==> src/rtl/cafe_pago.sv <==
// cafe_pago -- payment stage feeding the coffee-dispense FSM.
//
// Accepts coded coins, accumulates credit, and issues a single-cycle start
// pulse P once credit covers PRICE and the dispenser is idle (busy=0).
// Surplus credit is paid back as one ret pulse per unit. Cancel refunds
// the whole credit.
//
// Parameters:
//   PRICE       cost of one drink in credit units (1..MAX_CREDIT)
//   MAX_CREDIT  credit ceiling (<=15, fits the 4-bit credit register)
//   TIMEOUT     inactivity cycles before auto-refund (8-bit counter);
//               only used when CAFE_PAGO_TIMEOUT_EN is defined
//
// Ports:
//   clk          clock, rising edge
//   rst_n        asynchronous active-low reset
//   coin_valid   coin present this cycle
//   coin_code    coin value: 00->1, 01->2, 10->5, 11->invalid
//   cancel       refund request (level)
//   busy         dispense FSM not idle; vending is deferred
//   P            start pulse to dispense FSM, one cycle per vend
//   ret          change pulse, one cycle per returned unit
//   coin_reject  coin sampled at the previous edge was refused
//   credit       current credit
//
// Optional feature macro: CAFE_PAGO_TIMEOUT_EN (inactivity auto-refund).

module cafe_pago #(
  parameter int PRICE      = 6,
  parameter int MAX_CREDIT = 15,
  parameter int TIMEOUT    = 255
) (
  input  logic       clk,
  input  logic       rst_n,
  input  logic       coin_valid,
  input  logic [1:0] coin_code,
  input  logic       cancel,
  input  logic       busy,
  output logic       P,
  output logic       ret,
  output logic       coin_reject,
  output logic [3:0] credit
);

  if (PRICE < 1 || PRICE > MAX_CREDIT) begin : g_bad_price
    $error("cafe_pago: PRICE must be in 1..MAX_CREDIT");
  end
  if (MAX_CREDIT > 15) begin : g_bad_max
    $error("cafe_pago: MAX_CREDIT must fit in 4 bits");
  end
  if (TIMEOUT < 1 || TIMEOUT > 255) begin : g_bad_timeout
    $error("cafe_pago: TIMEOUT must be in 1..255");
  end

  typedef enum logic [1:0] {
    ST_IDLE,
    ST_CREDIT,
    ST_VEND,
    ST_REFUND
  } state_t;

  state_t     state_q, state_n;
  logic [3:0] credit_q, credit_n;
  logic       reject_n;
  logic [3:0] coin_val;
  logic [4:0] sum5;
  logic       coin_fits;
  logic       tmo_hit;

  // Coin decode and overflow test; the 5-bit sum keeps the compare exact.
  always_comb begin
    coin_val = 4'd0;
    case (coin_code)
      2'b00:   coin_val = 4'd1;
      2'b01:   coin_val = 4'd2;
      2'b10:   coin_val = 4'd5;
      default: coin_val = 4'd0;
    endcase
    sum5      = {1'b0, credit_q} + {1'b0, coin_val};
    coin_fits = (coin_code != 2'b11) && (sum5 <= 5'(MAX_CREDIT));
  end

`ifdef CAFE_PAGO_TIMEOUT_EN
  logic [7:0] tmo_q;

  // The edge that would take the counter to TIMEOUT is the refund edge.
  assign tmo_hit = (state_q == ST_CREDIT) && (tmo_q == 8'(TIMEOUT - 1));

  // Staying in CREDIT with unchanged credit means no coin was accepted.
  always_ff @(posedge clk or negedge rst_n) begin
    if (!rst_n) begin
      tmo_q <= '0;
    end else if (state_q == ST_CREDIT && state_n == ST_CREDIT &&
                 credit_n == credit_q) begin
      tmo_q <= tmo_q + 8'd1;
    end else begin
      tmo_q <= '0;
    end
  end
`else
  assign tmo_hit = 1'b0;
`endif

  always_comb begin
    state_n  = state_q;
    credit_n = credit_q;
    reject_n = 1'b0;
    case (state_q)
      ST_IDLE: begin
        if (coin_valid) begin
          if (coin_fits) begin
            state_n  = ST_CREDIT;
            credit_n = sum5[3:0];
          end else begin
            reject_n = 1'b1;
          end
        end
      end
      ST_CREDIT: begin
        if (cancel || tmo_hit) begin
          state_n  = ST_REFUND;
          reject_n = coin_valid;
        end else if (credit_q >= 4'(PRICE) && !busy) begin
          state_n  = ST_VEND;
          credit_n = credit_q - 4'(PRICE);
          reject_n = coin_valid;
        end else if (coin_valid) begin
          if (coin_fits) begin
            credit_n = sum5[3:0];
          end else begin
            reject_n = 1'b1;
          end
        end
      end
      ST_VEND: begin
        reject_n = coin_valid;
        state_n  = (credit_q != 4'd0) ? ST_REFUND : ST_IDLE;
      end
      ST_REFUND: begin
        reject_n = coin_valid;
        if (credit_q <= 4'd1) begin
          credit_n = 4'd0;
          state_n  = ST_IDLE;
        end else begin
          credit_n = credit_q - 4'd1;
        end
      end
      default: begin
        state_n  = ST_IDLE;
        credit_n = 4'd0;
      end
    endcase
  end

  // P and ret are registered from the next state so each is high exactly
  // while the FSM sits in VEND / REFUND.
  always_ff @(posedge clk or negedge rst_n) begin
    if (!rst_n) begin
      state_q     <= ST_IDLE;
      credit_q    <= '0;
      P           <= 1'b0;
      ret         <= 1'b0;
      coin_reject <= 1'b0;
    end else begin
      state_q     <= state_n;
      credit_q    <= credit_n;
      P           <= (state_n == ST_VEND);
      ret         <= (state_n == ST_REFUND);
      coin_reject <= reject_n;
    end
  end

  assign credit = credit_q;

endmodule

==> config.mk <==
export PLATFORM = sky130hd
export DESIGN_NAME = cafe_pago
export DESIGN_NICKNAME = d
export VERILOG_FILES = /design/src/rtl/cafe_pago.sv
export SDC_FILE = /design/constraint.sdc
export NUM_CORES = 1
export LEC_CHECK = 0
export BUFFER_PORTS_ARGS = -buffer_cell sky130_fd_sc_hd__buf_2
export CORE_MARGIN = 5
export CORE_UTILIZATION = 37
export DETAILED_ROUTE_END_ITERATION = 8
export GPL_ROUTABILITY_DRIVEN = 0
export HOLD_SLACK_MARGIN = 0.1
export PLACE_DENSITY = 0.68
export SKIP_CTS_REPAIR_TIMING = 1
export SYNTH_ARGS = -nofsm -noshare
export SYNTH_HDL_FRONTEND = slang
export SYNTH_SLANG_ARGS = --single-unit
==> constraint.sdc <==
create_clock -name clk -period 2.45 [get_ports clk]
set_clock_uncertainty 0.2 [all_clocks]
set_input_delay 0.3675 -clock clk [delete_from_list [all_inputs] [get_ports clk]]
set_output_delay 0.3675 -clock clk [all_outputs]
set_load 0.02 [all_outputs]
==> results.toml, run 1 <==
[run]
drv_cap = 0

[power]
p_total_w = 0.001267
peakVddDrop_mv = 0.5369
power_leakage_nw = 0.4782
p_per_area_nw_per_um2 = 1328

[cts]
clk_pin_slew_ns = 0.06
clock_path_buffers = 2
cts_tree = "done"
cts_num_sinks = 9
htree_num_levels = 1
insertion_delay_ns = 0.26
cts_buffers = 3
cts-root-buf = "clkbuf_4"

[min_path]
hold_class = "in -> reg"

[logic_synthesis]
postSynthAreaPerCell_sq_um = 8.856
synthDistinctLibCells = 36
syn_area_sq_um = 797.0
ys_ff_latch = 9
syn_inst = 90
synth_warnings = 0
yosysTopAreaCellShare_pct = 28.26
synthTopCellsByArea = "dfrtp_1 28%, ha_1 16%, o21ai_0 5.0%, inv_1 4.2%, a31oi_1 3.9%"
ys_seq_area_share_pct = 28.26
syn_nets = 108
synth_top_cell_by_area = "dfrtp_1"

[worst_setup_path]
critPathBufInv = 0
worst_path_max_delay_cell = "dfrtp_1"
critPathMaxStageDelay_ns = 0.41
worst_ep_arrival_time_ns = 2.26
critPathRequiredTime_ns = 2.40
critPathMaxFanout = 4
worstPathCellList = "ha_1 -> fa_1 -> a21oi_1 -> o211a_1 -> o21ai_0 -> o21a_1 -> o22a_2"
start_kind = "flip-flop"
crit_path_end_kind = "flip-flop"
cp_top_family = "compound AO/OA/AOI/OAI gates"
setup.worst_path.class = "reg -> reg"

[sta]
finalSetupTns_ns = 0
fin_crit_sh_pct = 94.21
worst_pin_slew_ns = 0.3731
finalSetupViolCount = 0
report.final.slew_viol_count = 0
hold-worst-slack_ns = 0.1730
rsz0062_at_grt = "no"
fmax_ghz = 0.4332
slew_headroom_pct = 75.13
min_period_ns = 2.308
finalHoldViolCount = 0

[cells_and_area]
fillers = 195
regArea_sq_um = 225.2
n_antenna_cell = 0
drive_gt1_share_pct = 27.93
final_util_pct = 47.63
syn_to_final_growth_pct = 19.62
multi_input_area_sq_um = 521.8
fin_nets = 130

[floorplan]
dieArea_sq_um = 3182
core.rowCount = 16
coreArea_sq_um = 2002
ios = 14
start_util_pct = 39.81
fp.dieH_um = 56.41
die_w_um = 56.41

[route]
avgRoutedWirePerCell_um = 13.52
drt_pre_antenna_iters = 4
vias_per_cell = 5.319
via_count = 734
ant_nets = 0
drc = 0
drt-initial-drc-count = 25
drt_wl_total_mm = 1.866

[global_route]
grt_overflow = 0
grt_max_degree = 12
grt_antenna_before_repair = 0
first_global_vias = 701
gr-usage-all-layers_pct = 13.08
grt_pass1_wl_mm = 3.305

[placed_design]
port-buffer-count = 13
dp_hpwl_mm = 1.484

[run_status]
outcome = "finished clean"
==> synth_stat cells <==
cell type,number
ha_1,10
dfrtp_1,9
inv_1,9
nand2_1,8
o21ai_0,8
a31oi_1,5
a21oi_1,4
nor2_1,4
a21boi_0,2
a32oi_1,2
nor2b_1,2
nor3_1,2
xnor2_1,2
a21o_2,1
a21oi_2,1
a31o_1,1
a32o_1,1
and2_4,1
and2b_2,1
and3_2,1
buf_2,1
buf_6,1
fa_1,1
nand3_1,1
nand3b_1,1
o211a_1,1
o21a_1,1
o21ai_1,1
o21ba_2,1
o22a_2,1
o22ai_1,1
o32a_1,1
or2_2,1
or2b_2,1
or3_4,1
xor2_1,1
==> final timing paths <==
path,start,endpoint,slack [ns],cells past startpoint
hold / removal,coin_valid,coin_reject,0.17,2
setup reg to reg,credit[0],credit[3],0.14,7
hold reg to reg,credit[3],credit[3],0.44,1
max in group asynchronous,rst_n,P,1.59,2
min in group asynchronous,rst_n,credit[1],0.29,2
setup / recovery,credit[0],credit[3],0.14,7
==> power breakdown <==
group          leakage, nW  switching [W]  internal, W
Combinational        0.353       0.000460     0.000371
Sequential           0.110       0.000106     0.000217
Clock               0.0150      0.0000507    0.0000627
==> sequential cells by signal, indices dropped and copies added, names as in the netlist <==
signal	cells
credit	4
state_q	2
P	1
coin_reject	1
ret	1
==> cell usage in the layout (no fill, tap or decap), types with 2 or more instances in the layout <==
cell type	synthesis	final
nor2b_1	2	2
buf_2	1	13
o21ai_0	8	8
a21boi_0	2	2
xnor2_1	2	2
nor3_1	2	2
a31oi_1	5	5
clkbuf_4	0	3
a21oi_1	4	4
inv_1	9	9
nand2_1	8	8
buf_4	0	5
dfrtp_1	9	9
nor2_1	4	4
a32oi_1	2	2
ha_1	10	10
==> final cells by class <==
type	count	share of cell area, %
Multi-Input combinational cell	70	54.72
Sequential cell	9	23.62
Timing Repair Buffer	19	11.81
Inverter	9	3.543
Tap cell	27	3.543
Clock buffer	4	2.756
==> cell families after synthesis <==
family,after synthesis,synth area share (%)
AOI/OAI and AO/OA,32,27.47
and+or+nand+nor,24,16.48
buffers and inverters,11,6.278
adders and majority gates,11,18.21
DFF,9,28.26
xor gates and xnor gates,3,3.297
==> metrics by stage <==
step | area (sq um) | instances | setup slack (ns)
CTS | 935.9 | 136 | 0.1257
detailed placement | 909.6 | 132 | 0.01071
global route | 953.4 | 138 | 0.02641
global placement | 909.6 | 132 | 0.08552
finish | 953.4 | 138 | 0.1418
floorplan | 797.0 | 90 | 0.1298
==> routing by layer <==
metal  up-vias  global-route usage (%)  wire [um]
met5         -                       0          0
met4         0                   5.763         20
met3         4                   2.752         83
met2        24                   17.70        803
met1       341                   19.48        959
li1        365                       -          -
No activity file was read; power rests on OpenSTA's default activity.
==> run 2, diff against run 1 <==
--- a/config.mk
+++ b/config.mk
@@ -6,8 +6,9 @@
 export NUM_CORES = 1
 export LEC_CHECK = 0
 export BUFFER_PORTS_ARGS = -buffer_cell sky130_fd_sc_hd__buf_2
-export CORE_MARGIN = 5
+export CORE_MARGIN = 2
 export CORE_UTILIZATION = 37
+export CTS_BUF_LIST = sky130_fd_sc_hd__clkbuf_16
 export DETAILED_ROUTE_END_ITERATION = 8
 export GPL_ROUTABILITY_DRIVEN = 0
 export HOLD_SLACK_MARGIN = 0.1
==> run 2 against run 1 <==
Clock-buffer cell count decreased by 1. Largest power group unchanged. Hold slack improved by 0.039 ns. Via count decreased by 2.6%. Critical path depth increased by 1.
==> results.toml, run 2 (same netlist as run 1, synthesis figures left out) <==
[floorplan]
dieArea_sq_um = 2541
fp.dieH_um = 50.41
coreArea_sq_um = 2002
core.rowCount = 16
start_util_pct = 39.81
die_w_um = 50.41
ios = 14

[sta]
min_period_ns = 2.276
report.final.slew_viol_count = 0
rsz0062_at_grt = "no"
fmax_ghz = 0.4394
finalSetupViolCount = 0
slew_headroom_pct = 75.54
fin_crit_sh_pct = 92.89
finalSetupTns_ns = 0
finalHoldViolCount = 0
worst_pin_slew_ns = 0.3669

[cells_and_area]
final_common_cell = "buf_2"
fin_nets = 127
drive_gt1_share_pct = 27.78
largest_reg_flops = 4
final_util_pct = 49.38
fillers = 201
n_antenna_cell = 0
syn_to_final_growth_pct = 24.02
final_cell_area_sq_um = 988.4
final_cell_mix = "13 x buf_2, 10 x ha_1, 9 x dfrtp_1, 9 x inv_1"

[route]
vias_per_cell = 5.296
drc = 0
drt_wl_total_mm = 1.904
drt_pre_antenna_iters = 4
ant_nets = 0
via_count = 715
drt-initial-drc-count = 10
avgRoutedWirePerCell_um = 14.10

[global_route]
grt_antenna_before_repair = 0
grt_max_degree = 12
gr-usage-all-layers_pct = 16.71
grt_overflow = 0
first_global_vias = 693
grt_pass1_wl_mm = 3.153

[run_status]
outcome = "finished clean"

[cts]
clock_path_buffers = 2
cts_num_sinks = 9
htree_num_levels = 1
cts_tree = "done"
cts_buffers = 3
clk_pin_slew_ns = 0.04
insertion_delay_ns = 0.24
cts-root-buf = "clkbuf_16"

[worst_setup_path]
critPathMaxFanout = 8
r2r_end = "credit[1]"
critPathRequiredTime_ns = 2.40
reg2reg_from = "credit[1]"
r2r_slack_ns = 0.17
worst_ep_arrival_time_ns = 2.23
endpoint = "credit[1]"
reg2regPathDepth = 8
start_kind = "flip-flop"
setup.worst_path.class = "reg -> reg"
crit_path_end_kind = "flip-flop"
crit_start = "credit[1]"

[power]
peakVddDrop_mv = 0.5519
power_leakage_nw = 0.4898
p_per_area_nw_per_um2 = 1447

[min_path]
hold_class = "in -> reg"

[placed_design]
port-buffer-count = 13
post_dp_cell_area_sq_um = 894.6
dp_hpwl_mm = 1.399

[run]
drv_cap = 0
[run 2: cell type report]
cell class / instances / area [sq um] / share of cell area, %
well taps: 27 / 33.78 / 3.418
flip-flops and latches: 9 / 225.2 / 22.78
clock buffers: 3 / 75.07 / 7.595
multi-input cells: 70 / 525.5 / 53.16
inverters: 9 / 33.78 / 3.418
clock inverters: 1 / 5.005 / 0.5063
repair buffers: 16 / 90.09 / 9.114
[run 2: per-layer routing]
metal	wire length (um)	part of all wire, %	global-route usage [%]
met1	925	49	22.39
met2	892	47	26.75
met4	38	2.0	8.108
met3	47	2.5	1.786
met5	0	0	0
[run 2: worst min-delay path by stage]
| stage | slack [ns] | from | depth (start not counted) | end |
|---|---|---|---|---|
| floorplan | -0.13 | rst_n | 0 | P |
| global placement | 0.03 | rst_n | 1 | ret |
| detailed placement | 0.04 | rst_n | 1 | state_q[1] |
| CTS | -0.21 | rst_n | 1 | state_q[0] |
| global route | 0.21 | coin_valid | 2 | coin_reject |
| finish | 0.21 | coin_valid | 2 | coin_reject |
[run 2: through the flow]
step	setup slack (ns)	power [W]	std cells	hold WS, ns
after floorplan	0.1298	0.0009206	90	-0.1281
after global placement	0.1812	0.001099	130	0.02759
after detailed placement	0.1170	0.001116	130	0.03511
after CTS	0.1777	0.001423	134	-0.2129
after global routing	0.04127	0.001550	135	0.2146
final	0.1741	0.001430	135	0.2118
[run 2: power breakdown]
group          total, W  switching, W  internal, W
clock network  0.000289     0.0000736     0.000215
logic          0.000801      0.000448     0.000353
registers      0.000340      0.000123     0.000217
[run 2: worst max-delay path: stages (launching register included)]
cell and delay (ns):
dfrtp_1 0.52, inv_1 0.20, ha_1 0.27, or2_2 0.30, a31oi_1 0.24, buf_4 0.16
a32o_1 0.12, a31oi_1 0.04, o21ai_1 0.15
==> run 3, diff against run 2 <==
--- a/config.mk
+++ b/config.mk
@@ -5,14 +5,16 @@
 export SDC_FILE = /design/constraint.sdc
 export NUM_CORES = 1
 export LEC_CHECK = 0
+export ABC_AREA = 1
 export BUFFER_PORTS_ARGS = -buffer_cell sky130_fd_sc_hd__buf_2
 export CORE_MARGIN = 2
 export CORE_UTILIZATION = 37
 export CTS_BUF_LIST = sky130_fd_sc_hd__clkbuf_16
+export CTS_CLUSTER_SIZE = 28
 export DETAILED_ROUTE_END_ITERATION = 8
 export GPL_ROUTABILITY_DRIVEN = 0
 export HOLD_SLACK_MARGIN = 0.1
-export PLACE_DENSITY = 0.68
+export PLACE_DENSITY = 0.67
 export SKIP_CTS_REPAIR_TIMING = 1
 export SYNTH_ARGS = -nofsm -noshare
 export SYNTH_HDL_FRONTEND = slang
==> run 3 against run 2 <==
Clock-buffer cell count stayed put. Final cell count is 24% higher. Setup slack better by 0.18 ns. Critical path type unchanged. Via count is 16% higher.
==> results.toml, run 3 <==
[cts]
insertion_delay_ns = 0.23
cts-root-buf = "clkbuf_16"
clock_path_buffers = 2
clk_pin_slew_ns = 0.04
cts_buffers = 3
cts_num_sinks = 9
htree_num_levels = 1
cts_tree = "done"

[min_path]
worstHoldStart = "coin_valid"
hold_class = "in -> reg"
whs_endpoint = "coin_reject"
whs_path_depth = 3

[route]
via_count = 830
avgRoutedWirePerCell_um = 11.88
vias_per_cell = 4.940
drt_pre_antenna_iters = 4
drt_wl_total_mm = 1.996
drt-initial-drc-count = 24
drc = 0
ant_nets = 0

[worst_setup_path]
reg2regPathDepth = 8
critPathRequiredTime_ns = 2.36
worst_path_max_delay_cell = "dfrtp_1"
crit_path_end_kind = "flip-flop"
worst_path_most_repeated_cell = "nand3_1"
worst_ep_arrival_time_ns = 2.01
path_depth = 8
reg2reg_from = "credit[0]"
critPathMaxStageDelay_ns = 0.45
crit_start = "credit[0]"
r2r_end = "credit[3]"
setup.worst_path.class = "reg -> reg"
critPathMaxFanout = 6
r2r_slack_ns = 0.36
start_kind = "flip-flop"
worstPathCellList = "ha_1 -> fa_1 -> nand3_1 -> nand3_1 -> nor2_1 -> nand3_1 -> nand3_1 -> a21oi_1"
critPathBufInv = 0
cp_top_family = "adder cells"

[global_route]
gr-usage-all-layers_pct = 17.29
grt_overflow = 0
grt_pass1_wl_mm = 3.450
first_global_vias = 765
grt_max_degree = 11
grt_antenna_before_repair = 0

[power]
p_per_area_nw_per_um2 = 1374
p_total_w = 0.001425
power_leakage_nw = 0.5827
peakVddDrop_mv = 0.5153

[logic_synthesis]
synthDistinctLibCells = 22
ys_ff_latch = 9
synth_edf_count = 0
synth_warnings = 0
async_reset_ff_share_pct = 100.0
postSynthAreaPerCell_sq_um = 6.958
ys_top_cells_by_count = "35 x nand2_1, 16 x inv_1, 13 x nor2_1"
yosysTopAreaCellShare_pct = 26.32
syn_inst = 123
syn_area_sq_um = 855.8
synth.most_common_cell = "nand2_1"
synth_top_cell_by_area = "dfrtp_1"
synthTopCellsByArea = "dfrtp_1 26%, nand2_1 15%, ha_1 15%, inv_1 7.0%, nand3_1 6.4%"
syn_nets = 141
ys_seq_area_share_pct = 26.32
ys.flop_type = "dfrtp_1"

[floorplan]
fp.dieH_um = 52.10
ios = 14
dieArea_sq_um = 2714
coreArea_sq_um = 2191
start_util_pct = 39.06
die_w_um = 52.10
core.rowCount = 17

[sta]
finalHoldViolCount = 0
finalSetupViolCount = 0
slew_headroom_pct = 72.73
min_period_ns = 2.093
worst_pin_slew_ns = 0.4091
finalSetupTns_ns = 0
rsz0062_at_grt = "no"
fmax_ghz = 0.4777
fin_crit_sh_pct = 85.45
report.final.slew_viol_count = 0

[cells_and_area]
drive_gt1_share_pct = 20.00
fillers = 212
largest_reg_flops = 4
syn_to_final_growth_pct = 21.20
n_antenna_cell = 0
final_cell_mix = "35 x nand2_1, 17 x inv_1, 13 x nor2_1, 13 x buf_2, 11 x nand3_1"
fin_nets = 159
final_common_cell = "nand2_1"

[run_status]
outcome = "finished clean"

[placed_design]
port-buffer-count = 13
dp_hpwl_mm = 1.552

[run]
drv_cap = 0
run 3: stage by stage:
step / cell area, sq um / cells / hold slack [ns] / worst slack (ns) / util [%]
6_report: 1037 / 168 / 0.2042 / 0.3566 / 47.34
5_1_grt: 1037 / 168 / 0.2033 / 0.1711 / 47.34
4_1_cts: 1027 / 167 / -0.2166 / 0.3632 / 46.89
3_5_place_dp: 948.4 / 163 / 0.02604 / 0.3125 / 43.29
3_3_place_gp: 948.4 / 163 / 0.02762 / 0.3753 / 43.29
2_1_floorplan: 855.8 / 123 / -0.1281 / 0.4568 / -
run 3: logic make-up (layout without fill, tap and decap cells):
| group | Yosys count | in the layout | share of synthesized area [%] |
|---|---|---|---|
| AO/OA/AOI/OAI | 11 | 11 | 8.481 |
| XOR/XNOR | 2 | 2 | 2.047 |
| adder cells (fa/ha/maj) | 11 | 11 | 16.96 |
| buffers and inverters | 19 | 36 | 8.773 |
| flip-flops | 9 | 9 | 26.32 |
| AND/OR/NAND/NOR | 71 | 71 | 37.43 |
run 3: where the power goes:
part           total (W)  internal, W  leakage [nW]  switching (W)
Combinational   0.000800     0.000296         0.430       0.000504
Sequential      0.000344     0.000218         0.111       0.000126
Clock           0.000281     0.000213        0.0423      0.0000680
run 3: layout make-up:
| class | count | area [sq um] | area share (%) |
|---|---|---|---|
| Clock buffer | 3 | 75.07 | 7.238 |
| Timing Repair Buffer | 14 | 75.07 | 7.238 |
| Multi-Input combinational cell | 95 | 555.5 | 53.56 |
| Tap cell | 28 | 35.03 | 3.378 |
| Inverter | 18 | 67.56 | 6.514 |
| Sequential cell | 9 | 225.2 | 21.71 |
| Clock inverter | 1 | 3.754 | 0.3619 |
run 3: worst max-delay path by stage:
stage,slack (ns),to
after floorplan,0.46,credit[3]
after global placement,0.38,credit[3]
after detailed placement,0.31,credit[3]
after CTS,0.36,credit[3]
after global routing,0.17,credit[3]
final,0.36,credit[3]
run 3: worst min-delay path, stage by stage:
cell and delay (ns):
buf_2 0.11, inv_1 0.06, a21oi_1 0.05
run 3: layer usage:
layer	share of wire, %	GRT usage (%)
met1	44	22.24
met2	50	29.54
met3	5.1	3.736
met4	0.40	3.509
met5	0	0
